===== src/rtl/dfu_pkg.sv =====
// Shared definitions for the DFU store sequencer: instruction field layout,
// arbiter register map defaults and the sequencer state encoding.
package dfu_pkg;

  localparam int ROWS_W = 16;
  localparam int LEN_W  = 16;

  // Word indices (in units of FIFO_WIDTH) of the instruction fields; word 0 is unused.
  localparam int SRAM_WORD = 1;
  localparam int DRAM_WORD = 2;
  localparam int CTRL_WORD = 3;

  localparam int CU_LENGTH_DEF    = 0;
  localparam int CU_SRAM_ADDR_DEF = 1;
  localparam int CU_DRAM_ADDR_DEF = 2;

  typedef enum logic [3:0] {
    S_IDLE,
    S_REQ,
    S_FETCH,
    S_WR_LEN,
    S_WR_SRAM,
    S_WR_DRAM,
    S_WAIT_AR_ACK,
    S_WAIT_SRAM,
    S_DONE
  } state_t;

endpackage


===== src/rtl/store_addr_gen.sv =====
// Per-row address generator: SRAM/DRAM running accumulators and the row counter.
// DRAM addresses advance by a constant stride so no multiplier is needed.
module store_addr_gen
  import dfu_pkg::*;
#(
  parameter int W    = 32,
  parameter int C_EL = 64
) (
  input  logic              clk,
  input  logic              rst,
  input  logic              load,
  input  logic              step,
  input  logic [W-1:0]      sram_base,
  input  logic [W-1:0]      dram_base,
  input  logic [ROWS_W-1:0] rows,
  output logic [W-1:0]      sram_addr,
  output logic [W-1:0]      dram_addr,
  output logic              last_row
);

  localparam int RW1 = ROWS_W + 1;

  logic [ROWS_W-1:0] row_cnt;
  logic [ROWS_W-1:0] rows_q;

  always_ff @(posedge clk or negedge rst) begin
    if (!rst) begin
      sram_addr <= '0;
      dram_addr <= '0;
      row_cnt   <= '0;
      rows_q    <= '0;
    end else if (load) begin
      sram_addr <= sram_base;
      dram_addr <= dram_base;
      row_cnt   <= '0;
      rows_q    <= rows;
    end else if (step) begin
      sram_addr <= sram_addr + W'(1);
      dram_addr <= dram_addr + W'(C_EL);
      row_cnt   <= row_cnt + ROWS_W'(1);
    end
  end

  // Extra bit keeps r+1 from wrapping when rows is at its maximum.
  assign last_row = (({1'b0, row_cnt} + RW1'(1)) == {1'b0, rows_q});

endmodule


===== src/rtl/dfu_store_seq.sv =====
// DFU store sequencer: pops one store instruction and, for each row, programs the
// arbiter CU registers, fires a read interrupt and waits for the SRAM read to finish.
module dfu_store_seq
  import dfu_pkg::*;
#(
  parameter int FIFO_WIDTH   = 32,
  parameter int INSTR_WIDTH  = 128,
  parameter int C_EL         = 64,
  parameter int TIMEOUT_CYC  = 4096,
  parameter int CU_LENGTH    = CU_LENGTH_DEF,
  parameter int CU_SRAM_ADDR = CU_SRAM_ADDR_DEF,
  parameter int CU_DRAM_ADDR = CU_DRAM_ADDR_DEF
) (
  input  logic                   clk,
  input  logic                   rst,
  input  logic                   idu2dfu_store_fifo_empty,
  output logic                   dfu2idu_store_instr_req,
  input  logic [INSTR_WIDTH-1:0] idu2dfu_store_instr,
  input  logic                   idu2dfu_store_instr_vld,
  output logic                   dfu2ar_grant_req,
  input  logic                   ar2dfu_grant,
  output logic                   dfu2ar_rd_req,
  output logic [FIFO_WIDTH-1:0]  dfu2ar_rd_addr,
  output logic                   dfu2ar_rd_addr_vld,
  output logic [FIFO_WIDTH-1:0]  dfu2ar_rd_data_out,
  output logic                   dfu2ar_rd_data_out_vld,
  input  logic                   ar2dfu_ack,
  input  logic                   ack_sram_c_rd,
  output logic                   dfu2ar_read_interrupt,
  output logic                   dfu2idu_store_done,
  output logic                   dfu2idu_store_err,
  output logic                   dfu_store_busy
);

  localparam int W     = FIFO_WIDTH;
  localparam int CNT_W = $clog2(TIMEOUT_CYC + 1);

  state_t            state, state_nxt;
  logic [CNT_W-1:0]  wait_cnt;
  logic [LEN_W-1:0]  row_len_q;
  logic              err_q, int_q;
  logic              load, step, err_set, timeout, in_wait, wr_fire;
  logic [W-1:0]      sram_addr, dram_addr;
  logic              last_row;
  logic [ROWS_W-1:0] instr_rows;
  logic              unused_low_word;

  assign instr_rows      = idu2dfu_store_instr[CTRL_WORD*W +: ROWS_W];
  assign unused_low_word = ^idu2dfu_store_instr[W-1:0];

  store_addr_gen #(.W(W), .C_EL(C_EL)) u_addr_gen (
    .clk       (clk),
    .rst       (rst),
    .load      (load),
    .step      (step),
    .sram_base (idu2dfu_store_instr[SRAM_WORD*W +: W]),
    .dram_base (idu2dfu_store_instr[DRAM_WORD*W +: W]),
    .rows      (instr_rows),
    .sram_addr (sram_addr),
    .dram_addr (dram_addr),
    .last_row  (last_row)
  );

  assign in_wait = (state == S_WAIT_AR_ACK) || (state == S_WAIT_SRAM);
  assign timeout = (wait_cnt == CNT_W'(TIMEOUT_CYC - 1));

  always_ff @(posedge clk or negedge rst) begin
    if (!rst) begin
      state     <= S_IDLE;
      wait_cnt  <= '0;
      row_len_q <= '0;
      err_q     <= 1'b0;
      int_q     <= 1'b0;
    end else begin
      state <= state_nxt;
      // The watchdog only counts while parked in a wait state and restarts on any transition.
      if (state_nxt != state || !in_wait)
        wait_cnt <= '0;
      else
        wait_cnt <= wait_cnt + CNT_W'(1);
      if (load)
        row_len_q <= idu2dfu_store_instr[CTRL_WORD*W + ROWS_W +: LEN_W];
      if (err_set)
        err_q <= 1'b1;
      else if (state == S_DONE)
        err_q <= 1'b0;
      int_q <= (state == S_WAIT_AR_ACK) && ar2dfu_ack;
    end
  end

  always_comb begin
    state_nxt = state;
    load      = 1'b0;
    step      = 1'b0;
    err_set   = 1'b0;
    case (state)
      S_IDLE:    if (!idu2dfu_store_fifo_empty) state_nxt = S_REQ;
      S_REQ:     state_nxt = S_FETCH;
      S_FETCH: begin
        if (idu2dfu_store_instr_vld) begin
          load      = 1'b1;
          state_nxt = (instr_rows == '0) ? S_DONE : S_WR_LEN;
        end
      end
      S_WR_LEN:  if (ar2dfu_grant) state_nxt = S_WR_SRAM;
      S_WR_SRAM: if (ar2dfu_grant) state_nxt = S_WR_DRAM;
      S_WR_DRAM: if (ar2dfu_grant) state_nxt = S_WAIT_AR_ACK;
      // A coincident SRAM ack here is deliberately dropped; it must come in WAIT_SRAM.
      S_WAIT_AR_ACK: begin
        if (ar2dfu_ack) begin
          state_nxt = S_WAIT_SRAM;
        end else if (timeout) begin
          state_nxt = S_DONE;
          err_set   = 1'b1;
        end
      end
      S_WAIT_SRAM: begin
        if (ack_sram_c_rd) begin
          step      = 1'b1;
          state_nxt = last_row ? S_DONE : S_WR_LEN;
        end else if (timeout) begin
          state_nxt = S_DONE;
          err_set   = 1'b1;
        end
      end
      S_DONE:    state_nxt = S_IDLE;
      default:   state_nxt = S_IDLE;
    endcase
  end

  assign wr_fire = ar2dfu_grant &&
                   ((state == S_WR_LEN) || (state == S_WR_SRAM) || (state == S_WR_DRAM));

  always_comb begin
    dfu2ar_rd_addr     = '0;
    dfu2ar_rd_data_out = '0;
    if (wr_fire) begin
      case (state)
        S_WR_LEN: begin
          dfu2ar_rd_addr     = W'(CU_LENGTH);
          dfu2ar_rd_data_out = W'(row_len_q);
        end
        S_WR_SRAM: begin
          dfu2ar_rd_addr     = W'(CU_SRAM_ADDR);
          dfu2ar_rd_data_out = sram_addr;
        end
        default: begin
          dfu2ar_rd_addr     = W'(CU_DRAM_ADDR);
          dfu2ar_rd_data_out = dram_addr;
        end
      endcase
    end
  end

  assign dfu2ar_rd_req           = wr_fire;
  assign dfu2ar_rd_addr_vld      = wr_fire;
  assign dfu2ar_rd_data_out_vld  = wr_fire;
  assign dfu2ar_grant_req        = (state == S_WR_LEN) || (state == S_WR_SRAM) ||
                                   (state == S_WR_DRAM) || in_wait;
  assign dfu2idu_store_instr_req = (state == S_REQ);
  assign dfu2idu_store_done      = (state == S_DONE);
  assign dfu2idu_store_err       = (state == S_DONE) && err_q;
  assign dfu2ar_read_interrupt   = int_q;
  assign dfu_store_busy          = (state != S_IDLE);

endmodule


===== config.mk =====
export PLATFORM = sky130hd
export DESIGN_NAME = dfu_store_seq
export DESIGN_NICKNAME = d
export VERILOG_FILES = /design/src/rtl/dfu_pkg.sv /design/src/rtl/store_addr_gen.sv /design/src/rtl/dfu_store_seq.sv
export SDC_FILE = /design/constraint.sdc
export NUM_CORES = 1
export LEC_CHECK = 0
export CORE_UTILIZATION = 30
export CTS_CLUSTER_SIZE = 40
export DETAILED_ROUTE_END_ITERATION = 16
export SYNTH_ARGS = -nofsm -noshare
export SYNTH_HDL_FRONTEND = slang
export SYNTH_HIERARCHICAL = 1
export SYNTH_SLANG_ARGS = --single-unit

===== constraint.sdc =====
create_clock -name clk -period 2.52 [get_ports clk]
set_input_delay 0.252 -clock clk [delete_from_list [all_inputs] [get_ports clk]]
set_output_delay 0.252 -clock clk [all_outputs]
set_load 0.02 [all_outputs]

# Word-level counts from Yosys, hierarchy flattened
# Cells that the tools add are included.
# Widths: inputs -> output; s select.
[classes] n_addsub=5 n_eq_ne=11 mux=32 n_reduce_logical=14
[op_table] operator="$mux 32" n=5
[op_table] operator="$pmux 32 s2" n=1
[op_table] operator="$mux 4" n=10
[op_table] operator="$add 32x1->32 const B" n=1
[op_table] operator="$add 32x7->32 const B" n=1
[op_table] operator="$mux 16" n=2
[op_table] operator="$pmux 4 s8" n=1
[op_table] operator="$add 16x1->17 const B" n=1
[op_table] operator="$eq 17x16->1" n=1
[op_table] operator="$add 16x1->16 const B" n=1
[op_table] operator="$eq 4x3->1 const B" n=4
[op_table] operator="$logic_not 16->1" n=1
[op_table] operator="$add 13x1->13 const B" n=1
[op_table] operator="$eq 13x12->1 const B" n=1
[op_table] operator="$mux 13" n=1
[op_table] operator="$mux 1" n=9
[op_table] operator="$eq 4x2->1 const B" n=2
[op_table] operator="$logic_or 1x1->1" n=5
[op_table] operator="$eq 4x1->1 const B" n=1
[op_table] operator="$eq 4x4->1 const B" n=1
[op_table] operator="$logic_not 4->1" n=1
[op_table] operator="$ne 4x4->1" n=1
[op_table] operator="$pmux 2 s2" n=1
[op_table] operator="$reduce_bool 2->1" n=2
[op_table] operator="other kinds (5)" n=7
[word_totals] reg_bits=131 in_bits=135 out_inout_bits=73 word_cells=71

# Longest topological paths before layout
[depth] word_depth=8 mapped_depth=10 depth_no_buf=9

# Modules after synthesis
# Netlist, hierarchy kept.
[modules_own_cells] mod="store_addr_gen" instances=1 cells_per_inst=555 area_per_inst_um2=5345.1 seq_area_each_um2=2402.3
[modules_own_cells] mod="dfu_store_seq" instances=1 cells_per_inst=266 area_per_inst_um2=2444.8 seq_area_each_um2=875.8

# Least setup slack after synthesis
# Ideal clock, no wire load.
[synth_path] path_type="reg2reg" startpoint="reg u_addr_gen.row_cnt[0]" endpoint="reg state[0]" setup_ps=131 arrival_time_ps=2399 path_slack_ps=-10 stages_incl_launch_ff=10 period_less_slack_ps=2530 path_cell_list="dfrtp_1 ha_1 and4_1 nand4_1 xnor2_1 o2111ai_1 nor4_1 inv_1 a221o_1 or3_1"
[synth_via] elab_chain_len=5
[synth_rtl] element="from (decl)" line_no="store_addr_gen.sv:23" source="logic [ROWS_W-1:0] row_cnt;"
[synth_rtl] element="from (signal assigned)" line_no="store_addr_gen.sv:40" source="row_cnt <= row_cnt + ROWS_W'(1);"
[synth_rtl] element="$add 16x1->17" line_no="store_addr_gen.sv:45" source="assign last_row = (({1'b0, row_cnt} + RW1'(1)) == {1'b0, rows_q});"
[synth_rtl] element="$eq 17x16->1" line_no="store_addr_gen.sv:45"
[synth_rtl] element="net last_row" line_no="dfu_store_seq.sv:44" source="logic last_row;"
[synth_rtl] element="$mux 4" line_no="dfu_store_seq.sv:120" source="state_nxt = last_row ? S_DONE : S_WR_LEN;"
[synth_rtl] element="$mux 4" line_no="dfu_store_seq.sv:118" source="if (ack_sram_c_rd) begin"
[synth_rtl] element="$pmux 4 s8" line_no="dfu_store_seq.sv:96" source="case (state)"
[synth_rtl] element="net state_nxt[0]" line_no="dfu_store_seq.sv:38" source="state_t state, state_nxt;"
[synth_rtl] element="to (signal assigned)" line_no="dfu_store_seq.sv:75" source="state <= state_nxt;"
[synth_rtl] element="to (decl)" line_no="dfu_store_seq.sv:38"
# The timed path passes the listed nets, and every way through them passes these cells.
# A chain may end at the register's enable or synchronous reset.

# Worst setup path in the final report
[layout_path] startpoint="reg u_addr_gen.row_cnt[6]" endpoint="reg state[1]"
# Same word-level chain as after synthesis.

==> metrics.txt <==
largest family of logic cells by synthesized area=simple AND/OR/NAND/NOR gates; clock root buffer master=sky130_fd_sc_hd__clkbuf_16; final standard cell area without fillers=10500 um2; I/O pin total=208; total standard cell area after synthesis=7790 um2; post-detailed-placement cell area=9880 um2; maximum single-stage delay on the critical path=0.38 ns; Critical Path End Type=register; fmax=387 MHz; clock latency at the later pin of the worst-skew pair=0.41 ns; number of iterations in the first detailed-routing pass=5; clock sink count=131; mean number of vias per cell=4.85; last weighted congestion value of the routability-driven placer=0.823; share of synthesized cell area in full adder, half adder and majority cells=0.00642; Final min period=2.58 ns; maximum buffer depth of the clock tree=2; total wire length=21000 um; Post-Route Setup TNS=-0.0880 ns; Final Power=9.91 mW; starting density of the core=0.308; critical path's slowest cell=sky130_fd_sc_hd__dfrtp_1; R2R Setup Slk=-0.06 ns; total power divided by cell area=944 nW/um2; total of max-cap violations=0; Least-Margin Pin Slew=0.591 ns; mux share of post-synthesis cell area=0.0599; CP most frequent cell=sky130_fd_sc_hd__buf_4; type of the worst setup path=register to register; design internal power=6.26 mW; Synth Area in XOR/XNOR=0.111; leakage power=4.33 nW; FF+latch count, synth=131; pin count of the biggest net entering global routing=57; clock slew at the register clock pins of the worst setup and hold paths=0.06 ns; final slew viol count=0; Comb pwr share=0.382; share of the yosys chip area belonging to registers=0.421; Worst R2R End=state[1]$_DFF_PN0_; core occupancy in the finished layout=0.415; most frequent standard cell in the layout excluding fill and tap cells=sky130_fd_sc_hd__dfrtp_1; Max FO, Critical Path=4; overall die height=163 um; uppermost metal layer occupied by signal nets=met4; final global-route overflow total=0; startpoint kind of the worst setup timing path=register; maximum vdd ir drop=0.377 mV; proportion of layout cells with a drive suffix above 1=0.174; max-slew headroom at the worst pin=0.603; async set-reset flop share out of synthesis=1.00; power share of the clock group=0.236; multi-input logic area=4150 um2; half-perimeter wire length after placement=15400 um; drt initial violations=303; total die area=26600 um2; Core Rows=58; flip-flop and latch area=3280 um2; switching power of the nets=3.66 mW; final cycle utilization of the critical path=1.03; logic depth of the worst register-to-register path=11; vias after detailed routing=6529; number of antenna repair diodes=0; overall track demand over capacity in global routing=0.165; sequence of cells on the critical path=buf_4, nand4_4, buf_12, o31ai_4, a21oi_1, a2bb2oi_2, nor4_2, buf_4, inv_2, a221o_1, or3_1; Horiz. Die Dim=163 um; count of nets after finishing=1145; wl on met1=10400 um; Finish-stage setup viols=2; maximum clock skew at final layout=0.00802 ns; most used flip-flop cell after synthesis=sky130_fd_sc_hd__dfrtp_1; startpoint of the worst-slack reg-to-reg timing path=u_addr_gen/row_cnt[6]$_DFFE_PN0N_; number of warnings printed during yosys synthesis=6; area grow syn2layout=34.8%; required time at the endpoint of the critical path=2.81 ns; routed wl met2=9270 um; result of the run=finished, violations left; most used cells in the layout excluding fill and tap cells=126 x sky130_fd_sc_hd__dfrtp_1, 107 x sky130_fd_sc_hd__nand2_1, 107 x sky130_fd_sc_hd__clkdlybuf4s50_1, 55 x sky130_fd_sc_hd__o21ai_0, 53 x sky130_fd_sc_hd__buf_4; Mapped Cells=821; WL per Instance=15.6 um; RSZ-0062 raised after global routing=true; switching power as a share of total power=0.369; fraction of the mapped netlist area in compound gates=0.113; count of filler cells inserted in the layout=2476; WP data arrival=2.87 ns; endpoints failing hold=0; Unique masters post-synth=64; worst setup slack after layout=-0.0641 ns; vias in the first global route=6435; power share of the sequential group=0.382; core outline area=25300 um2; number of antenna violations at the first check in global routing=0; met3 wire len=971 um; post-route ant nets=0; class of the most critical hold timing path=input port to async pin; Port Buf Inserts=145; count of flip-flops with a built-in enable after synthesis=0; Num CTS Buffers=17; minimum setup slack after placement=-0.235 ns; violations in the final reports=negative setup slack; H-tree depth=4; Avg Cell Area, Syn=9.49 um2; CTS tree=yes; share of synthesized cell area in and, or, nand and nor gates=0.220; first-pass GRT wire length=34100 um; number of DRC violations after detailed routing=0
==> routing by layer <==
metal,global-route usage,vias to the layer above
met5,0,-
met4,0.0455,0
met3,0.0368,16
met2,0.244,182
met1,0.238,3136
li1,-,3195
==> sequential cells by signal, summed over array words and instances, names as in the netlist <==
register	flops
wait_cnt	13
u_addr_gen/sram_addr	32
row_len_q	16
u_addr_gen/rows_q	16
u_addr_gen/dram_addr	32
dfu2ar_read_interrupt	1
err_q	1
u_addr_gen/row_cnt	16
state	4
==> power by group through the flow <==
stage / combinational (mW) / sequential [mW] / clock, mW
2_1_floorplan: 2.54 / 3.58 / 0
3_3_place_gp: 3.77 / 3.78 / 0
3_5_place_dp: 3.82 / 3.80 / 0
4_1_cts: 3.80 / 3.78 / 2.42
5_1_grt: 4.21 / 3.92 / 2.52
6_report: 3.79 / 3.79 / 2.34
==> cell usage after synthesis, types with 2 or more instances <==
| master | number | area (um2) |
|---|---|---|
| sky130_fd_sc_hd__xor2_1 | 48 | 420 |
| sky130_fd_sc_hd__or3_1 | 3 | 18.8 |
| sky130_fd_sc_hd__dfrtp_1 | 131 | 3280 |
| sky130_fd_sc_hd__buf_2 | 17 | 85.1 |
| sky130_fd_sc_hd__a211oi_1 | 2 | 15.0 |
| sky130_fd_sc_hd__nor2b_1 | 5 | 31.3 |
| sky130_fd_sc_hd__xnor2_1 | 51 | 447 |
| sky130_fd_sc_hd__nor4_1 | 12 | 75.1 |
| sky130_fd_sc_hd__nand3_1 | 28 | 140 |
| sky130_fd_sc_hd__a21oi_1 | 20 | 100 |
| sky130_fd_sc_hd__a22oi_1 | 16 | 120 |
| sky130_fd_sc_hd__and3_1 | 17 | 106 |
| sky130_fd_sc_hd__mux2i_1 | 5 | 50.1 |
| sky130_fd_sc_hd__buf_1 | 3 | 11.3 |
| sky130_fd_sc_hd__nor3_1 | 16 | 80.1 |
| sky130_fd_sc_hd__nor4_4 | 4 | 85.1 |
| sky130_fd_sc_hd__o2111ai_1 | 2 | 17.5 |
| sky130_fd_sc_hd__o21ai_1 | 10 | 50.1 |
| sky130_fd_sc_hd__a2bb2oi_1 | 2 | 17.5 |
| sky130_fd_sc_hd__o211a_1 | 2 | 20.0 |
| sky130_fd_sc_hd__inv_1 | 18 | 67.6 |
| sky130_fd_sc_hd__buf_4 | 35 | 263 |
| sky130_fd_sc_hd__ha_1 | 4 | 50.1 |
| sky130_fd_sc_hd__a211o_1 | 2 | 17.5 |
| sky130_fd_sc_hd__nor2_1 | 49 | 184 |
| sky130_fd_sc_hd__mux2_2 | 37 | 417 |
| sky130_fd_sc_hd__nor4_2 | 2 | 25.0 |
| sky130_fd_sc_hd__clkbuf_1 | 19 | 71.3 |
| sky130_fd_sc_hd__nand4_1 | 30 | 188 |
| sky130_fd_sc_hd__and2_1 | 5 | 31.3 |
| sky130_fd_sc_hd__nand2_1 | 107 | 402 |
| sky130_fd_sc_hd__and4_1 | 8 | 70.1 |
| sky130_fd_sc_hd__a221o_1 | 2 | 20.0 |
| sky130_fd_sc_hd__nand2b_1 | 5 | 31.3 |
| sky130_fd_sc_hd__buf_6 | 3 | 33.8 |
| sky130_fd_sc_hd__nand3_2 | 2 | 20.0 |
| sky130_fd_sc_hd__a22o_1 | 16 | 140 |
| sky130_fd_sc_hd__o21ai_0 | 55 | 275 |
| sky130_fd_sc_hd__nand4_4 | 3 | 63.8 |
==> area by class of cell <==
type,count,area share
timing repair buffer,214,0.194
sequential,131,0.313
clock inverter,6,0.00786
multi-input combinational,624,0.396
clock buffer,23,0.0436
tap,330,0.0393
inverter,18,0.00643
==> how the worst max path moves through the flow <==
stage                     slack, ns            endpoint                              start
after detailed placement      -0.23  state[0]$_DFF_PN0_  u_addr_gen/row_cnt[0]$_DFFE_PN0N_
after CTS                     -0.08  state[1]$_DFF_PN0_  u_addr_gen/row_cnt[1]$_DFFE_PN0N_
final                         -0.06  state[1]$_DFF_PN0_  u_addr_gen/row_cnt[6]$_DFFE_PN0N_
after global placement        -0.20  state[0]$_DFF_PN0_  u_addr_gen/row_cnt[1]$_DFFE_PN0N_
after global routing          -0.18  state[1]$_DFF_PN0_  u_addr_gen/row_cnt[7]$_DFFE_PN0N_
after floorplan               0.008  state[0]$_DFF_PN0_  u_addr_gen/row_cnt[0]$_DFFE_PN0N_
==> repair_timing <==
action,4_1_cts,5_1_grt
resized for setup,53,34
pin swaps,11,2
buffers inserted,7,0
hold buffers,1,0
endpoints found under the hold margin,53,0
setup endpoints to repair,38,22
==> stage by stage <==
step	hold WS [ns]	cells
CTS	0.361	1346
global placement	0.261	1309
finish	0.380	1346
detailed placement	0.262	1309
floorplan	-0.0436	850
global route	0.387	1346
==> critical path, delay by kind of cell, from the launching register on <==
kind / cells / cell delay (ns)
AO/OA/AOI/OAI: 4 / 0.82
buffers and inverters: 4 / 0.49
flip-flops: 1 / 0.38
AND/OR/NAND/NOR: 3 / 0.76
==> cells by family after synthesis <==
| group | after synthesis |
|---|---|
| and+or+nand+nor | 310 |
| AOI/OAI and AO/OA | 139 |
| DFF | 131 |
| xor gates and xnor gates | 99 |
| buffers and inverters | 95 |
| muxes | 42 |
| adders and majority gates | 4 |
| other | 1 |
Note: power is estimated with default switching activity, not from simulation.
